### src/rtl/ili9341_defines.sv
// ili9341_defines: shared ILI9341 opcodes, pixel format and peripheral FSM states
package ili9341_defines;
    typedef enum logic [7:0] {
        NOP     = 8'h00,
        SWRESET = 8'h01,
        CASET   = 8'h2A,
        PASET   = 8'h2B,
        RAMWR   = 8'h2C
    } ILI9341_register_t;

    typedef struct packed {
        logic [4:0] red;
        logic [5:0] green;
        logic [4:0] blue;
    } ILI9341_color_t;

    typedef enum logic [2:0] {
        S_IDLE,
        S_PARAM,
        S_PIXEL_HI,
        S_PIXEL_LO,
        S_IGNORE
    } state_t;
endpackage

### src/rtl/spi_byte_deserializer.sv
// spi_byte_deserializer: synchronizes mode-0 SPI lines into clk and assembles MSB-first bytes
module spi_byte_deserializer (
    input  logic       clk,
    input  logic       rst,
    input  logic       spi_csb,
    input  logic       spi_clk,
    input  logic       spi_mosi,
    input  logic       data_commandb,
    output logic       byte_valid,
    output logic [7:0] byte_data,
    output logic       byte_dc
);
    logic [1:0] csb_s, sck_s, mosi_s, dc_s;
    logic       sck_q;
    logic [2:0] bit_cnt;
    logic [6:0] shift;
    logic       sck_rise;

    assign sck_rise = sck_s[1] & ~sck_q;

    // Synchronizers keep tracking through reset so no stale edge fires on release
    always_ff @(posedge clk) begin
        csb_s  <= {csb_s[0], spi_csb};
        sck_s  <= {sck_s[0], spi_clk};
        mosi_s <= {mosi_s[0], spi_mosi};
        dc_s   <= {dc_s[0], data_commandb};
        sck_q  <= sck_s[1];
    end

    always_ff @(posedge clk) begin
        if (rst) begin
            bit_cnt    <= '0;
            shift      <= '0;
            byte_valid <= 1'b0;
            byte_data  <= '0;
            byte_dc    <= 1'b0;
        end else begin
            byte_valid <= 1'b0;
            if (csb_s[1]) begin
                bit_cnt <= '0;
            end else if (sck_rise) begin
                shift   <= {shift[5:0], mosi_s[1]};
                bit_cnt <= bit_cnt + 3'd1;
                if (bit_cnt == 3'd7) begin
                    byte_valid <= 1'b1;
                    byte_data  <= {shift, mosi_s[1]};
                    byte_dc    <= dc_s[1];
                end
            end
        end
    end
endmodule

### src/rtl/ili9341_spi_peripheral.sv
// ili9341_spi_peripheral: ILI9341-style SPI command decoder writing RAMWR pixels into a frame buffer
module ili9341_spi_peripheral
    import ili9341_defines::*;
#(
    parameter int DISPLAY_WIDTH  = 240,
    parameter int DISPLAY_HEIGHT = 320,
    parameter int VRAM_L         = DISPLAY_WIDTH * DISPLAY_HEIGHT
) (
    input  logic                      clk,
    input  logic                      rst,
    input  logic                      display_rstb,
    input  logic                      spi_csb,
    input  logic                      spi_clk,
    input  logic                      spi_mosi,
    input  logic                      data_commandb,
    output logic                      spi_miso,
    output logic                      vram_wr_ena,
    output logic [$clog2(VRAM_L)-1:0] vram_wr_addr,
    output logic [15:0]               vram_wr_data,
    output logic                      cmd_valid,
    output logic [7:0]                cmd,
    output logic                      frame_done,
    output logic                      window_error
);
    localparam int AW = $clog2(VRAM_L);

    logic           srst;
    logic           byte_valid, byte_dc;
    logic [7:0]     byte_data;
    state_t         state;
    logic [15:0]    sc, ec, sp, ep, x, y;
    logic [1:0]     pidx;
    logic           is_page;
    logic [7:0]     p0, p1, p2, hi;
    logic [15:0]    new_s, raw_e, lim, new_e;
    ILI9341_color_t px;

    assign srst     = rst | ~display_rstb;
    assign spi_miso = 1'b0;
    assign new_s    = {p0, p1};
    assign raw_e    = {p2, byte_data};
    assign lim      = is_page ? 16'(DISPLAY_HEIGHT) : 16'(DISPLAY_WIDTH);
    assign new_e    = (raw_e >= lim) ? lim - 16'd1 : raw_e;
    assign px       = {hi, byte_data};

    spi_byte_deserializer u_deser (
        .clk          (clk),
        .rst          (srst),
        .spi_csb      (spi_csb),
        .spi_clk      (spi_clk),
        .spi_mosi     (spi_mosi),
        .data_commandb(data_commandb),
        .byte_valid   (byte_valid),
        .byte_data    (byte_data),
        .byte_dc      (byte_dc)
    );

    always_ff @(posedge clk) begin
        if (srst) begin
            state        <= S_IDLE;
            sc           <= '0;
            ec           <= 16'(DISPLAY_WIDTH - 1);
            sp           <= '0;
            ep           <= 16'(DISPLAY_HEIGHT - 1);
            x            <= '0;
            y            <= '0;
            pidx         <= '0;
            is_page      <= 1'b0;
            p0           <= '0;
            p1           <= '0;
            p2           <= '0;
            hi           <= '0;
            vram_wr_ena  <= 1'b0;
            vram_wr_addr <= '0;
            vram_wr_data <= '0;
            cmd_valid    <= 1'b0;
            cmd          <= '0;
            frame_done   <= 1'b0;
            window_error <= 1'b0;
        end else begin
            vram_wr_ena <= 1'b0;
            cmd_valid   <= 1'b0;
            frame_done  <= 1'b0;
            if (byte_valid && !byte_dc) begin
                cmd_valid <= 1'b1;
                cmd       <= byte_data;
                pidx      <= '0;
                if (byte_data == CASET || byte_data == PASET) begin
                    state   <= S_PARAM;
                    is_page <= (byte_data == PASET);
                end else if (byte_data == RAMWR) begin
                    state <= S_PIXEL_HI;
                    x     <= sc;
                    y     <= sp;
                end else if (byte_data == SWRESET) begin
                    state <= S_IDLE;
                    sc    <= '0;
                    ec    <= 16'(DISPLAY_WIDTH - 1);
                    sp    <= '0;
                    ep    <= 16'(DISPLAY_HEIGHT - 1);
                end else begin
                    state <= (byte_data == NOP) ? S_IDLE : S_IGNORE;
                end
            end else if (byte_valid) begin
                case (state)
                    S_PARAM: begin
                        pidx <= pidx + 2'd1;
                        if (pidx == 2'd0) p0 <= byte_data;
                        if (pidx == 2'd1) p1 <= byte_data;
                        if (pidx == 2'd2) p2 <= byte_data;
                        if (pidx == 2'd3) begin
                            state <= S_IDLE;
                            if (new_s > new_e) window_error <= 1'b1;
                            else if (is_page) begin
                                sp <= new_s;
                                ep <= new_e;
                            end else begin
                                sc <= new_s;
                                ec <= new_e;
                            end
                        end
                    end
                    S_PIXEL_HI: begin
                        hi    <= byte_data;
                        state <= S_PIXEL_LO;
                    end
                    S_PIXEL_LO: begin
                        state        <= S_PIXEL_HI;
                        vram_wr_ena  <= 1'b1;
                        vram_wr_addr <= AW'(32'(y) * DISPLAY_WIDTH + 32'(x));
                        vram_wr_data <= px;
                        // Raster-scan the window, wrapping back to its top-left corner
                        if (x == ec) begin
                            x <= sc;
                            if (y == ep) begin
                                y          <= sp;
                                frame_done <= 1'b1;
                            end else begin
                                y <= y + 16'd1;
                            end
                        end else begin
                            x <= x + 16'd1;
                        end
                    end
                    default: ;
                endcase
            end
        end
    end
endmodule
### config.mk
export PLATFORM = sky130hd
export DESIGN_NAME = ili9341_spi_peripheral
export DESIGN_NICKNAME = d
export VERILOG_FILES = /design/src/rtl/ili9341_defines.sv /design/src/rtl/spi_byte_deserializer.sv /design/src/rtl/ili9341_spi_peripheral.sv
export SDC_FILE = /design/constraint.sdc
export NUM_CORES = 1
export LEC_CHECK = 0
export ABC_AREA = 0
export BUFFER_PORTS_ARGS = -buffer_cell sky130_fd_sc_hd__buf_4
export CAP_MARGIN = 30
export CORE_MARGIN = 5
export CORE_UTILIZATION = 31
export DETAILED_ROUTE_END_ITERATION = 12
export GPL_TIMING_DRIVEN = 0
export PLACE_DENSITY = 0.45
export SETUP_SLACK_MARGIN = 0.02
export SYNTH_ARGS = -nofsm -noshare
export SYNTH_HDL_FRONTEND = slang
export SYNTH_SLANG_ARGS = --single-unit
### constraint.sdc
create_clock -name clk -period 6.7 [get_ports clk]
set_input_delay 1.005 -clock clk [delete_from_list [all_inputs] [get_ports clk]]
set_output_delay 1.005 -clock clk [all_outputs]
set_load 0.1 [all_outputs]
### Word-level counts from Yosys, hierarchy flattened

Cells that the tools add are included.

* register bits: 208
* input port bits: 7
* output and inout port bits: 46
* word-level logic and storage cells: 161

* $add $sub $neg: 6
* multipliers: 1
* order comparisons: 2
* equality and inequality tests: 20
* muxes and demuxes: 60
* bitwise logic cells: 10
* reductions and logical operators: 32

Operators by type and width (number)
* 16-bit two-way mux: 47
* 16-bit by 1-bit adder with 16-bit output (second input constant): 2
* 16-bit equality test: 2
* 8-bit by 6-bit equality test with 1-bit output (second input constant): 3
* 3-bit two-way mux: 7
* 17-bit by 16-bit adder with 17-bit output: 1
* 16-bit by 9-bit >= comparator with 1-bit output: 1
* 16-bit > comparator: 1
* 16-bit by 4-bit multiplier with 13-bit output (second input constant): 1
* 4-bit AND reduction: 4
* 8-bit AND reduction: 2
* 3-bit AND reduction: 4
* 2-bit nonzero test: 6
* 5-bit AND reduction: 2
* 9-bit by 1-bit subtractor with 10-bit output (second input constant): 1
* 9-bit two-way mux: 1
* 3-bit one-hot mux with 3 select lines: 1
* 8-bit by 1-bit equality test with 1-bit output (second input constant): 1
* 8-bit logical NOT: 1
* 1-bit inverter: 8
* 3-bit by 2-bit equality test with 1-bit output (second input constant): 2
* 2-bit by 1-bit != test with 1-bit output (second input constant): 3
* 2-bit != test (second input constant): 3
* 2-bit AND reduction: 3
* other kinds (18): 24

### Logic depth before layout (Yosys ltp)

Gate-level depths: netlist of the first run.

* depth in word-level cells: 9
* mapped depth: 18
* depth with buffers taken out: 18

### Cells and area by module

From an unflattened synthesis of the first run, not the netlist that was laid out.

* cell total of the unflattened synthesis: 1176
* area total of the unflattened synthesis: 10486.3 um2

Modules (own cells, without submodules)
* ili9341_spi_peripheral: instances 1, cells each 1080, area each 9555.4 um2, seq. area each 3583.4 um2
* spi_byte_deserializer: instances 1, cells each 96, area each 930.9 um2, seq. area each 580.6 um2

### Least setup slack after synthesis of the first run

No wires, ideal clock.

* path type: flip-flop to flip-flop
* from: register y[2]
* to: register vram_wr_addr[16]
* library setup time: 0.079 ns
* arrival time: 4.289 ns
* required time: 6.621 ns
* path slack: 2.332 ns
* cell stages (with the launch flop): 19
* path buffers: 0
* period minus slack after synthesis: 4.368 ns
* cell sequence: dfxtp_1 > inv_1 > fa_1 > fa_1 > inv_1 > ha_1 > nor2b_1 > o21ai_0 > nand2_1 > a21o_1 > a21oi_1 > xnor2_1 > ha_1 > a21oi_1 > o21bai_1 > a2111oi_0 > nor3b_1 > or2_2 > o211ai_1

* word-level cells in the longest chain between the ends: 2

Ends and longest elaborated chain
* from (decl): line ili9341_spi_peripheral.sv:31 `logic [15:0] sc, ec, sp, ep, x, y;`
* from (signal assigned): line ili9341_spi_peripheral.sv:94 `y <= sp;`
* from (signal assigned): line ili9341_spi_peripheral.sv:136 `y <= sp;`
* from (signal assigned): line ili9341_spi_peripheral.sv:139 `y <= y + 16'd1;`
* 16-bit by 4-bit multiplier with 13-bit output: line ili9341_spi_peripheral.sv:130 `vram_wr_addr <= AW'(32'(y) * DISPLAY_WIDTH + 32'(x));`
* 17-bit by 16-bit adder with 17-bit output: line ili9341_spi_peripheral.sv:130
* to (signal assigned): line ili9341_spi_peripheral.sv:130
* to (decl): line ili9341_spi_peripheral.sv:18 `output logic [$clog2(VRAM_L)-1:0] vram_wr_addr,`

Every way passes these cells.
A chain may end at the register's enable or synchronous reset.

### Final worst setup path of the first run

* from: register u_deser.byte_data[4]
* to: register sp[14]

* word-level cells in the longest chain between the ends: 5

Ends and longest elaborated chain
* from (decl): line spi_byte_deserializer.sv:10 `output logic [7:0] byte_data,`
* from (signal assigned): line spi_byte_deserializer.sv:46 `byte_data <= {shift, mosi_s[1]};`
* 16-bit by 9-bit >= comparator with 1-bit output: line ili9341_spi_peripheral.sv:43 `assign new_e = (raw_e >= lim) ? lim - 16'd1 : raw_e;`
* 16-bit two-way mux: line ili9341_spi_peripheral.sv:43
* 16-bit > comparator: line ili9341_spi_peripheral.sv:113 `if (new_s > new_e) window_error <= 1'b1;`
* 2-bit != test (no line)
* 8-bit AND reduction (no line) (*)
* to (signal assigned): line ili9341_spi_peripheral.sv:115 `sp <= new_s;`
* to (decl): line ili9341_spi_peripheral.sv:31

Mark *: on every way between the ends. The rest lies on a longest branch, timed or not.

==> metrics.log, run 1 <==
INFO  metric outcome = finished clean
INFO  metric cts_tree = built
INFO  metric post_route_cells_drive_above_1_share = 9.302%
INFO  metric power.share.clock = 52.5%
INFO  metric setup.worst_path.start_class = flop
INFO  metric max_cap_viol_count = 0
INFO  metric worstSkewPairLatency = 540 ps
INFO  metric grt_use_total = 17.45%
INFO  metric synth_largest_area_cell = dfxtp_1
INFO  metric global_route_wire_length_before_repair = 53,990 µm
INFO  metric most_common_cell_in_the_netlist = dfxtp_1
INFO  metric grt_start_max_net_pins = 13
INFO  metric ant_nets = 0
INFO  metric cts_buffers = 26
INFO  metric floorplan.core_area = 0.03471 mm²
INFO  metric clk_sink_count = 208
INFO  metric gp_routability_congestion = 0.8536
INFO  metric post_dp_hpwl = 26,210 µm
INFO  metric finalCritPeriodShare = 79.04%
INFO  metric cells_along_the_critical_path = clkbuf_1 > inv_1 > ha_1 > nor4bb_1 > a221oi_1 > o21ai_1 > mux2i_1 > inv_1 > ha_1 > a21oi_1 > o21ai_0 > a221o_1 > a2111o_2 > a21oi_4 > buf_8 > mux2i_1
INFO  metric p_total = 2.722 mW
INFO  metric synth-async-reset-ratio = 0%
INFO  metric sequential_cell_area = 0.004164 mm²
INFO  metric fin_worst_skew = 19.61 ps
INFO  metric drc = 0
INFO  metric wirelength = 34,710 µm
INFO  metric worst_ep_required_time = 7150 ps
INFO  metric grt_overflow = 0
INFO  metric synth_sequential_area_ratio = 38.07%
INFO  metric ctsResizeCount = 0
INFO  metric final_nets = 1,443
INFO  metric synth_cell_types = 69
INFO  metric synth.yosys.warnings = 0
INFO  metric mean_routed_wirelength_per_cell = 18.96 µm
INFO  metric setup.worst_path.class = reg2reg
INFO  metric floorplan.initialDensity = 31.51%
INFO  metric cts.htree.levels = 1
INFO  metric synthFlopType = dfxtp_1
INFO  metric final_core_utilization = 36.84%
INFO  metric multi_input_comb_area = 0.006221 mm²
INFO  metric mappedNetlistArea = 0.01094 mm²
INFO  metric via_count_of_the_first_global_routing_pass = 9,119
INFO  metric setup.worst_path.end_class = flop
INFO  metric core.rowCount = 68
INFO  metric die_area = 0.03914 mm²
INFO  metric crit_path_slowest_cell = o21ai_1
INFO  metric crit_path_max_fanout = 10
INFO  metric viasPerCell = 5.030
INFO  metric layout.filler_cells = 3,597
INFO  metric antenna-diode-count = 0
INFO  metric critical_path.max_stage_delay = 710 ps
INFO  metric switching_power = 604.6 µW
INFO  metric detailedRoute.firstIterationViolations = 478
INFO  metric slew-limit-headroom = 38.59%
INFO  metric ioPinCount = 53
INFO  metric setup_violations = 0
INFO  metric routedLengthMet1 = 16,540 µm
INFO  metric synthTopCellsByArea = dfxtp_1, ha_1, mux2i_1, nand2_1, a21oi_1
INFO  metric final-max-slew-violation-count = 0
INFO  metric wl_met3 = 1274 µm
INFO  metric chipHeight = 197.8 µm
INFO  metric timing.fmax = 0.1888 GHz
INFO  metric count_of_mapped_cells_out_of_synthesis = 1,271
INFO  metric numPortBuffers = 51
INFO  metric power_per_cell_area = 212.9 mW/mm²
INFO  metric highest_metal_used = met4
INFO  metric hold_viol = 0
INFO  metric cts_post_setup_buffers_inserted = 0
INFO  metric clockBufferDepth = 3
INFO  metric p_seq_share = 45.6%
INFO  metric p_int = 2.118 mW
INFO  metric synth_edf_count = 0
INFO  metric worst_setup_hold_path_clk_slew = 60 ps
INFO  metric num_vias = 9,210
INFO  metric ctsHoldBuffers = 0
INFO  metric min_period = 5296 ps
INFO  metric ir_drop = 0.0001640 V
INFO  metric sw_frac_of_total = 22.21%
INFO  metric ys_ff_latch = 208
INFO  metric area.growth.synth_to_final = 16.91%
INFO  metric final.setup.tns = 0 ps
INFO  metric grt_antenna_before_repair = 1
INFO  metric worst_ep_arrival_time = 5750 ps
INFO  metric cts.root.buffer_cell = clkbuf_16
INFO  metric synth_commonest_cells = dfxtp_1, nand2_1, a21oi_1
INFO  metric rsz0062_at_grt = false
INFO  metric synthesis.area_per_instance = 8.606 µm²
INFO  metric timing_worst_slew_pin_value = 921.1 ps
INFO  metric synthDominantCellAreaShare = 38.07%
INFO  metric die_width = 197.8 µm
INFO  metric drt_pass1_iterations = 5
INFO  metric leakage = 4.650 nW
INFO  metric met2RoutedLength = 15,990 µm
INFO  metric min-delay-path-class = reg2reg
INFO  metric p_comb_share = 1.9%
registers in the layout, summed over array words and instances, names as in the netlist, 16 cells and up:
signal        flops
x                16
vram_wr_data     16
vram_wr_addr     17
y                16
sp               16
ec               16
ep               16
sc               16
layout by cell type, fill, tap and decap left out, types with 9 or more instances in the layout:
cell	synthesis	final
dfxtp_1	208	208
nand2_1	175	175
o21ai_0	55	55
and3_1	9	9
nor2b_1	10	10
nand3_1	60	60
mux2i_1	74	74
xor2_1	18	18
a211oi_1	10	10
inv_1	50	50
nor3b_1	22	22
a21o_1	12	12
buf_4	1	52
o21a_1	15	15
ha_1	60	60
clkbuf_1	70	75
nand4_1	15	15
nor2_1	74	74
xnor2_1	34	34
a21oi_1	116	116
fa_1	20	20
nor4_1	22	22
nor3_1	26	26
clkbuf_16	0	27
path summary, 6_finish.rpt:
check                             from         endpoint  slack, ps  depth (start not counted)
hold reg to reg        u_deser.dc_s[0]  u_deser.dc_s[1]        320                          0
setup / recovery  u_deser.byte_data[4]           sp[14]       1400                         16
setup reg to reg  u_deser.byte_data[4]           sp[14]       1400                         16
hold / removal         u_deser.dc_s[0]  u_deser.dc_s[1]        320                          0
per-stage QoR:
step | hold slack [ps] | cell area, µm² | setup slack (ps) | std cells
detailed placement | 312.1 | 11910 | 1425 | 1783
global placement | 310.5 | 11910 | 1431 | 1783
global route | 331.4 | 12790 | 1171 | 1831
finish | 324.7 | 12790 | 1404 | 1831
floorplan | 309.6 | 10960 | 2332 | 1277
CTS | 325.8 | 12790 | 1343 | 1831
power by group through the flow:
| stage | clock (mW) | sequential [mW] | combinational, mW |
|---|---|---|---|
| 6_report | 1.43 | 1.24 | 0.0517 |
| 5_1_grt | 1.51 | 1.24 | 0.0561 |
| 3_3_place_gp | 0 | 1.27 | 0.0520 |
| 4_1_cts | 1.47 | 1.24 | 0.0520 |
| 3_5_place_dp | 0 | 1.27 | 0.0519 |
| 2_1_floorplan | 0 | 1.27 | 0.0290 |
kinds of logic after synthesis:
family                   after synthesis  synth area share (%)
multiplexers                          77                 7.081
buffers and inverters                133                 5.262
other                                  2               0.06866
flip-flops                           208                 38.07
XOR/XNOR                              52                 4.164
AND/OR/NAND/NOR                      463                 20.80
AO/OA/AOI/OAI                        256                 14.04
adder cells (fa/ha/maj)               80                 10.52
worst max-delay path: cells and delay by family, from the launching register on:
kind            cells  cell delay, ps
compound gates      7            2370
fa+ha+maj           2             500
buf+inv             4             940
mux                 2             830
simple gates        1             260
flops               1             300
final cells by class:
type / count / share of cell area [%]
multi-input combinational: 936 / 48.65
buffer: 83 / 3.033
clock buffer: 37 / 5.969
sequential: 208 / 32.56
timing repair buffer: 51 / 2.994
clock inverter: 11 / 0.8708
inverter: 50 / 1.468
tap: 455 / 4.452
routing by layer:
layer	up-vias	track usage (%)
li1	4605	-
met1	4385	24.13
met2	166	28.88
met3	54	2.059
met4	0	4.820
met5	-	0
No activity file was read; power rests on OpenSTA's default activity.
==> run 2, diff against run 1 <==
--- a/config.mk
+++ b/config.mk
@@ -12,7 +12,7 @@
 export CORE_UTILIZATION = 31
 export DETAILED_ROUTE_END_ITERATION = 12
 export GPL_TIMING_DRIVEN = 0
-export PLACE_DENSITY = 0.45
+export PLACE_DENSITY = 0.47
 export SETUP_SLACK_MARGIN = 0.02
 export SYNTH_ARGS = -nofsm -noshare
 export SYNTH_HDL_FRONTEND = slang
==> constraint.sdc (replaced) <==
create_clock -name clk -period 4.75 [get_ports clk]
set_input_delay 0.7125 -clock clk [delete_from_list [all_inputs] [get_ports clk]]
set_output_delay 0.7125 -clock clk [all_outputs]
set_load 0.1 [all_outputs]
==> run 2 against run 1 <==
Effect of this change:
- clock skew down 2.7 ps
- total power up 37%
- cell area up 0.16%
- non-clock buffer count up 2
- count of clock-buffer cells in the layout down 3
- maximum frequency up 16%
- sequential power up 41%
- combinational power up 41%
- largest cell class unchanged
==> metrics.log, run 2 (synthesis results as in run 1) <==
INFO  metric regMostFlops = vram_wr_addr
INFO  metric holdCritStartpoint = spi_csb
INFO  metric core.rowCount = 68 (unchanged)
INFO  metric min-delay-path-class = in2reg
INFO  metric outcome = finished clean
INFO  metric cells_along_the_critical_path = fa_1 > inv_1 > fa_1 > inv_1 > ha_1 > a21o_1 > a21oi_2 > nor2b_1 > o21ai_2 > a21oi_1 > xor2_1 > ha_1 > nand3_1 > a21oi_1 > a2111oi_4 > nor3b_1 > or2_2 > o211ai_1
INFO  metric worst_ep_required_time = 5200 ps (-1950 ps)
INFO  metric layout.filler_cells = 3,650 (+1.5%)
INFO  metric rr_startpoint = y[0]
INFO  metric placed_cells = 1,783 (unchanged)
INFO  metric worst-path-stages = 18 (+2)
INFO  metric rsz0062_at_grt = true
INFO  metric grt_antenna_before_repair = 1 (unchanged)
INFO  metric finalCritPeriodShare = 96.40% (+17 points)
INFO  metric timing_worst_slew_pin_value = 930.0 ps (+8.889 ps)
INFO  metric timing.fmax = 0.2184 GHz (+16%)
INFO  metric hold_viol = 0 (unchanged)
INFO  metric floorplan.initialDensity = 31.51% (unchanged)
INFO  metric final_cell_mix = dfxtp_1, nand2_1, a21oi_1
INFO  metric final-max-slew-violation-count = 0 (unchanged)
INFO  metric leakage = 4.654 nW (about the same)
INFO  metric ant_nets = 0 (unchanged)
INFO  metric chipHeight = 197.8 µm (unchanged)
INFO  metric min_period = 4579 ps (-716.6 ps)
INFO  metric ioPinCount = 53 (unchanged)
INFO  metric wirelength = 34,130 µm (-1.7%)
INFO  metric power_per_cell_area = 292.1 mW/mm² (+37%)
INFO  metric cp_top_family = adder cells
INFO  metric final_std_cells_w_o_fill = 1,828 (-0.16%)
INFO  metric num_vias = 9,236 (+0.28%)
INFO  metric area.growth.synth_to_final = 17.09%
INFO  metric sequential_cell_area = 0.004178 mm² (+0.33%)
INFO  metric global_route_wire_length_before_repair = 52,460 µm (-2.8%)
INFO  metric die_width = 197.8 µm (unchanged)
INFO  metric cp-startpoint = y[0]
INFO  metric post_dp_hpwl = 25,730 µm (-1.8%)
INFO  metric critPathBufInv = 2 (-2)
INFO  metric worstSkewPairLatency = 520 ps (-20 ps)
INFO  metric ir_drop = 0.0002244 V (+37%)
INFO  metric detailedRoute.firstIterationViolations = 630 (+32%)
INFO  metric drc = 0 (unchanged)
INFO  metric final.setup.tns = 0 ps (unchanged)
INFO  metric via_count_of_the_first_global_routing_pass = 8,878 (-2.6%)
INFO  metric crit_path_max_fanout = 9 (-1)
INFO  metric cts_tree = built
INFO  metric worst_reg_to_reg_cells = 18 (+2)
INFO  metric cts.root.buffer_cell = clkbuf_16
INFO  metric mean_routed_wirelength_per_cell = 18.67 µm (-1.5%)
INFO  metric viasPerCell = 5.053 (+0.45%)
INFO  metric largest_register_ff_count = 17 (unchanged)
INFO  metric slew-limit-headroom = 37.77% (-0.82 points)
INFO  metric cts.htree.levels = 1 (unchanged)
INFO  metric worst_setup_hold_path_clk_slew = 60 ps (about the same)
INFO  metric clk_sink_count = 208 (unchanged)
INFO  metric gp_routability_congestion = 0.8824 (+3.4%)
INFO  metric grt_start_max_net_pins = 13 (unchanged)
INFO  metric grt_use_total = 16.97% (-0.47 points)
INFO  metric die_area = 0.03914 mm² (unchanged)
INFO  metric critical_path.max_stage_delay = 580 ps (-130 ps)
INFO  metric drt_pass1_iterations = 5 (unchanged)
INFO  metric final_nets = 1,443 (unchanged)
INFO  metric floorplan.core_area = 0.03471 mm² (unchanged)
INFO  metric post_route_cells_drive_above_1_share = 10.42% (+1.1 points)
INFO  metric crit_path_slowest_cell = fa_1
INFO  metric clockBufferDepth = 3 (unchanged)
INFO  metric cts_buffers = 24 (-7.7%)
INFO  metric setup_violations = 0 (unchanged)
INFO  metric worst_ep_arrival_time = 5020 ps (-730 ps)
INFO  metric setup.worst_path.end_class = flop
INFO  metric multi_input_comb_area = 0.006259 mm² (+0.60%)
INFO  metric fin_worst_skew = 16.91 ps (-2.698 ps)
INFO  metric setup.worst_path.class = reg2reg
INFO  metric min_delay_path_depth = 1 (+1)
INFO  metric numPortBuffers = 51 (unchanged)
INFO  metric setup.worst_path.start_class = flop
INFO  metric max_cap_viol_count = 0 (unchanged)
INFO  metric layout_commonest_cell = dfxtp_1
INFO  metric grt_overflow = 0 (unchanged)
[run 2: cell count changes in the layout (fill, tap and decap cells not counted), sizes merged]
cell    before  now
diode        0    1
clkbuf     107  103
buf         64   67
clkinv       7    5
inv         51   50
[run 2: area by class of cell]
class                      instances  share of cell area, %
multi-input combinational        936                  48.87
sequential                       208                  32.62
clock buffer                      34                  5.696
tap                              455                  4.445
timing repair buffer              54                  3.165
buffer                            82                  2.999
inverter                          50                  1.465
clock inverter                     8                 0.7229
antenna                            1                0.01954
[run 2: through the flow]
step                      util (%)  power (mW)  area [µm²]  setup WS, ps  hold slack (ps)
after global routing         36.89       3.864       12800        -25.33            281.0
after global placement       34.32       1.862       11910        -498.8            311.9
after CTS                    36.77       3.789       12760         36.28            279.6
after floorplan                  -       1.829       10960         381.8            309.6
after detailed placement     34.32       1.862       11910        -557.2            312.1
final                        36.89       3.741       12810         170.8            301.6
[run 2: final timing paths]
check,to,slack [ps]
worst min-delay path,u_deser.csb_s[0],300
worst max-delay path,vram_wr_addr[16],170
worst max register to register,vram_wr_addr[16],170
worst min register to register,u_deser.dc_s[1],330
[run 2: per-layer routing]
layer | vias up | GRT usage (%) | wire length [µm]
met5 | - | 0 | 0
met4 | 0 | 3.826 | 778
met1 | 4393 | 23.57 | 16310
met3 | 44 | 2.127 | 1290
met2 | 195 | 28.33 | 15750
li1 | 4604 | - | -
[run 2: power breakdown]
part | internal (mW) | switching, mW
clock | 1.17 | 0.748
sequential | 1.75 | 0.00157
combinational | 0.0141 | 0.0588
[run 2: repair_timing]
action,in CTS,in global routing
resized for setup,12,9
endpoints found under the setup margin,67,27
setup buffers,0,3
gates cloned,0,0
hold buffers,0,0
pin swaps,1,3
==> run 3, diff against run 2 <==
--- a/config.mk
+++ b/config.mk
@@ -8,7 +8,6 @@
 export ABC_AREA = 0
 export BUFFER_PORTS_ARGS = -buffer_cell sky130_fd_sc_hd__buf_4
 export CAP_MARGIN = 30
-export CORE_MARGIN = 5
 export CORE_UTILIZATION = 31
 export DETAILED_ROUTE_END_ITERATION = 12
 export GPL_TIMING_DRIVEN = 0
==> constraint.sdc (replaced) <==
create_clock -name clk -period 3.7 [get_ports clk]
set_input_delay 0.555 -clock clk [delete_from_list [all_inputs] [get_ports clk]]
set_output_delay 0.555 -clock clk [all_outputs]
set_load 0.1 [all_outputs]
==> run 3 against run 2 <==
Effect of this change:
- the flow now finishes with violations (setup timing)
- setup slack got worse by 660 ps
- combinational power increased by 38%
- via count increased by 4.2%
- hold slack got worse by 200 ps
- maximum frequency increased by 9.2%
- total power increased by 38%
- critical path depth decreased by 1
- sequential share of layout area decreased by 2.6 points
- register-to-register slack got worse by 660 ps
==> metrics.log, run 3 (synthesis results as in run 1) <==
INFO  metric final_cell_mix = dfxtp_1, nand2_1, a21oi_1
INFO  metric rsz0062_at_grt = true
INFO  metric viasPerCell = 5.128 (+1.5%)
INFO  metric mean_routed_wirelength_per_cell = 19.68 µm (+5.4%)
INFO  metric place_area = 0.01199 mm² (+0.67%)
INFO  metric largest_register_ff_count = 17 (unchanged)
INFO  metric grt_start_max_net_pins = 15 (+2)
INFO  metric final_cell_area = 0.01399 mm² (+9.2%)
INFO  metric max_cap_viol_count = 0 (unchanged)
INFO  metric fin_worst_skew = 16.58 ps (-0.3251 ps)
INFO  metric ant_nets = 0 (unchanged)
INFO  metric num_vias = 9,621 (+4.2%)
INFO  metric sw_frac_of_total = 22.36% (+0.74 points)
INFO  metric timing_worst_slew_pin_value = 969.9 ps (+39.92 ps)
INFO  metric cts.root.buffer_cell = clkbuf_16
INFO  metric numPortBuffers = 51 (unchanged)
INFO  metric detailedRoute.firstIterationViolations = 547 (-13%)
INFO  metric ctsHoldBuffers = 0 (unchanged)
INFO  metric power_per_cell_area = 368.8 mW/mm² (+26%)
INFO  metric global_route_wire_length_before_repair = 56,440 µm (+7.6%)
INFO  metric ioPinCount = 53 (unchanged)
INFO  metric hold_viol = 0 (unchanged)
INFO  metric worst_ep_arrival_time = 4670 ps (-350 ps)
INFO  metric core.rowCount = 68 (unchanged)
INFO  metric timing.fmax = 0.2385 GHz (+9.2%)
INFO  metric switching_power = 1.154 mW (+43%)
INFO  metric crit_path_max_fanout = 3 (-6)
INFO  metric floorplan.core_area = 0.03463 mm² (-0.25%)
INFO  metric leakage = 5.072 nW (+9.0%)
INFO  metric worst_setup_hold_path_clk_slew = 60 ps (about the same)
INFO  metric setup_violations = 70 (+70)
INFO  metric post_dp_hpwl = 26,890 µm (+4.5%)
INFO  metric ir_drop = 0.0003567 V (+59%)
INFO  metric setup.worst_path.class = reg2reg
INFO  metric violations = setup timing
INFO  metric clockBufferDepth = 3 (unchanged)
INFO  metric min_period = 4194 ps (-385.5 ps)
INFO  metric worstSkewPairLatency = 560 ps (+40 ps)
INFO  metric final_std_cells_w_o_fill = 1,876 (+2.6%)
INFO  metric slew-limit-headroom = 35.34% (-2.4 points)
INFO  metric p_seq_share = 43.5% (-3.3 points)
INFO  metric timing.reg2reg.setup_slack = -490 ps (-660 ps)
INFO  metric min-delay-path-class = in2reg
INFO  metric power.share.clock = 54.6% (+3.3 points)
INFO  metric final-max-slew-violation-count = 0 (unchanged)
INFO  metric chipHeight = 189.8 µm (-4.0%)
INFO  metric layout_commonest_cell = dfxtp_1
INFO  metric antenna-diode-count = 0 (-1)
INFO  metric grt_overflow = 0 (unchanged)
INFO  metric finalCritPeriodShare = 113.3% (+17 points)
INFO  metric setup_slack_at_placement = -854.9 ps (-297.7 ps)
INFO  metric regMostFlops = vram_wr_addr
INFO  metric drc = 0 (unchanged)
INFO  metric wirelength = 36,930 µm (+8.2%)
INFO  metric cts_tree = built
INFO  metric via_count_of_the_first_global_routing_pass = 9,458 (+6.5%)
INFO  metric post_route_cells_drive_above_1_share = 19.14% (+8.7 points)
INFO  metric die_area = 0.03604 mm² (-7.9%)
INFO  metric drt_pass1_iterations = 5 (unchanged)
INFO  metric placed_cells = 1,784 (+0.056%)
INFO  metric die_width = 189.8 µm (-4.0%)
INFO  metric cts_buffers = 27 (+13%)
INFO  metric floorplan.initialDensity = 31.59% (+0.077 points)
INFO  metric clk_sink_count = 208 (unchanged)
INFO  metric grt_antenna_before_repair = 0 (-1)
INFO  metric area.growth.synth_to_final = 27.90%
INFO  metric p_comb_share = 1.9% (about the same)
INFO  metric setup.worst_path.start_class = flop
INFO  metric worst_ep_required_time = 4170 ps (-1030 ps)
INFO  metric worst_slack = -493.7 ps (-664.5 ps)
INFO  metric setup.worst_path.end_class = flop
INFO  metric final_nets = 1,487 (+3.0%)
INFO  metric gp_routability_congestion = 0.8710 (-1.3%)
INFO  metric outcome = finished with violations
INFO  metric p_int = 4.006 mW (+37%)
INFO  metric grt_use_total = 20.62% (+3.7 points)
INFO  metric cts.htree.levels = 1 (unchanged)
run 3: changes by cell type in the layout (fill, tap and decap cells not counted), moves of 5 or more:
cell / change
a21oi_2: +10
buf_4: +23
ha_4: +10
buf_6: +8
dfxtp_1: -5
inv_2: +5
inv_1: -8
a21oi_1: -12
nor3b_1: -15
buf_12: +5
nor3b_2: +14
ha_1: -13
run 3: repair_timing:
item,CTS,global route
gates resized for setup,100,32
cloned,6,0
setup endpoints to repair,71,72
hold endpoints to repair,0,0
pin swaps,50,25
buffers inserted,38,6
run 3: final cells by class:
class                   count  area (µm²)
clock inverters            13       186.4
clock buffers              37       773.2
flip-flops and latches    208        4194
multi-input cells         936        6778
fillers                  3484       20640
inverters                  50       200.2
repair buffers             97       907.1
well taps                 455       569.3
plain buffers              80       381.6
run 3: stage by stage:
stage	hold WS, ps	power, mW	utilization (%)	TNS, ps
finish	104.2	5.159	40.40	-9280
global route	72.66	5.306	40.40	-20310
CTS	74.08	5.212	40.18	-9985
detailed placement	312.8	2.393	34.63	-52430
global placement	310.9	2.392	34.60	-48680
floorplan	309.6	2.347	-	-498.5
run 3: worst max-delay path, stage by stage, from the launching register on:
cell and delay (ps):
dfxtp_4 350, fa_1 550, inv_1 50, fa_1 480, fa_1 480, nor2b_4 140
o21ai_2 60, nand2_2 100, a21o_1 130, a21oi_2 60, xnor2_2 270, ha_4 280
a21oi_2 170, o21bai_2 140, a2111oi_4 350, nor3b_2 100, or2_4 230, o211ai_1 140
run 3: metal layers:
| metal | GRT usage (%) | routed length, µm | vias to the layer above |
|---|---|---|---|
| met5 | 0 | 0 | - |
| met1 | 26.61 | 16690 | 4618 |
| met2 | 34.76 | 17240 | 245 |
| met4 | 7.258 | 1358 | 0 |
| li1 | - | - | 4695 |
| met3 | 3.136 | 1632 | 63 |
run 3: power by group through the flow:
stage	Clock (mW)	Combinational, mW	Sequential [mW]
final	2.82	0.101	2.24
after global routing	2.96	0.107	2.24
after global placement	0	0.0971	2.30
after detailed placement	0	0.0974	2.30
after CTS	2.87	0.0997	2.24
after floorplan	0	0.0525	2.29
run 3: worst paths after layout:
path | from | endpoint | cells after the start
max | y[0] | vram_wr_addr[16] | 17
min | spi_clk | u_deser.sck_s[0] | 1
max reg2reg | y[0] | vram_wr_addr[16] | 17
min reg2reg | u_deser.sck_s[0] | u_deser.sck_s[1] | 0
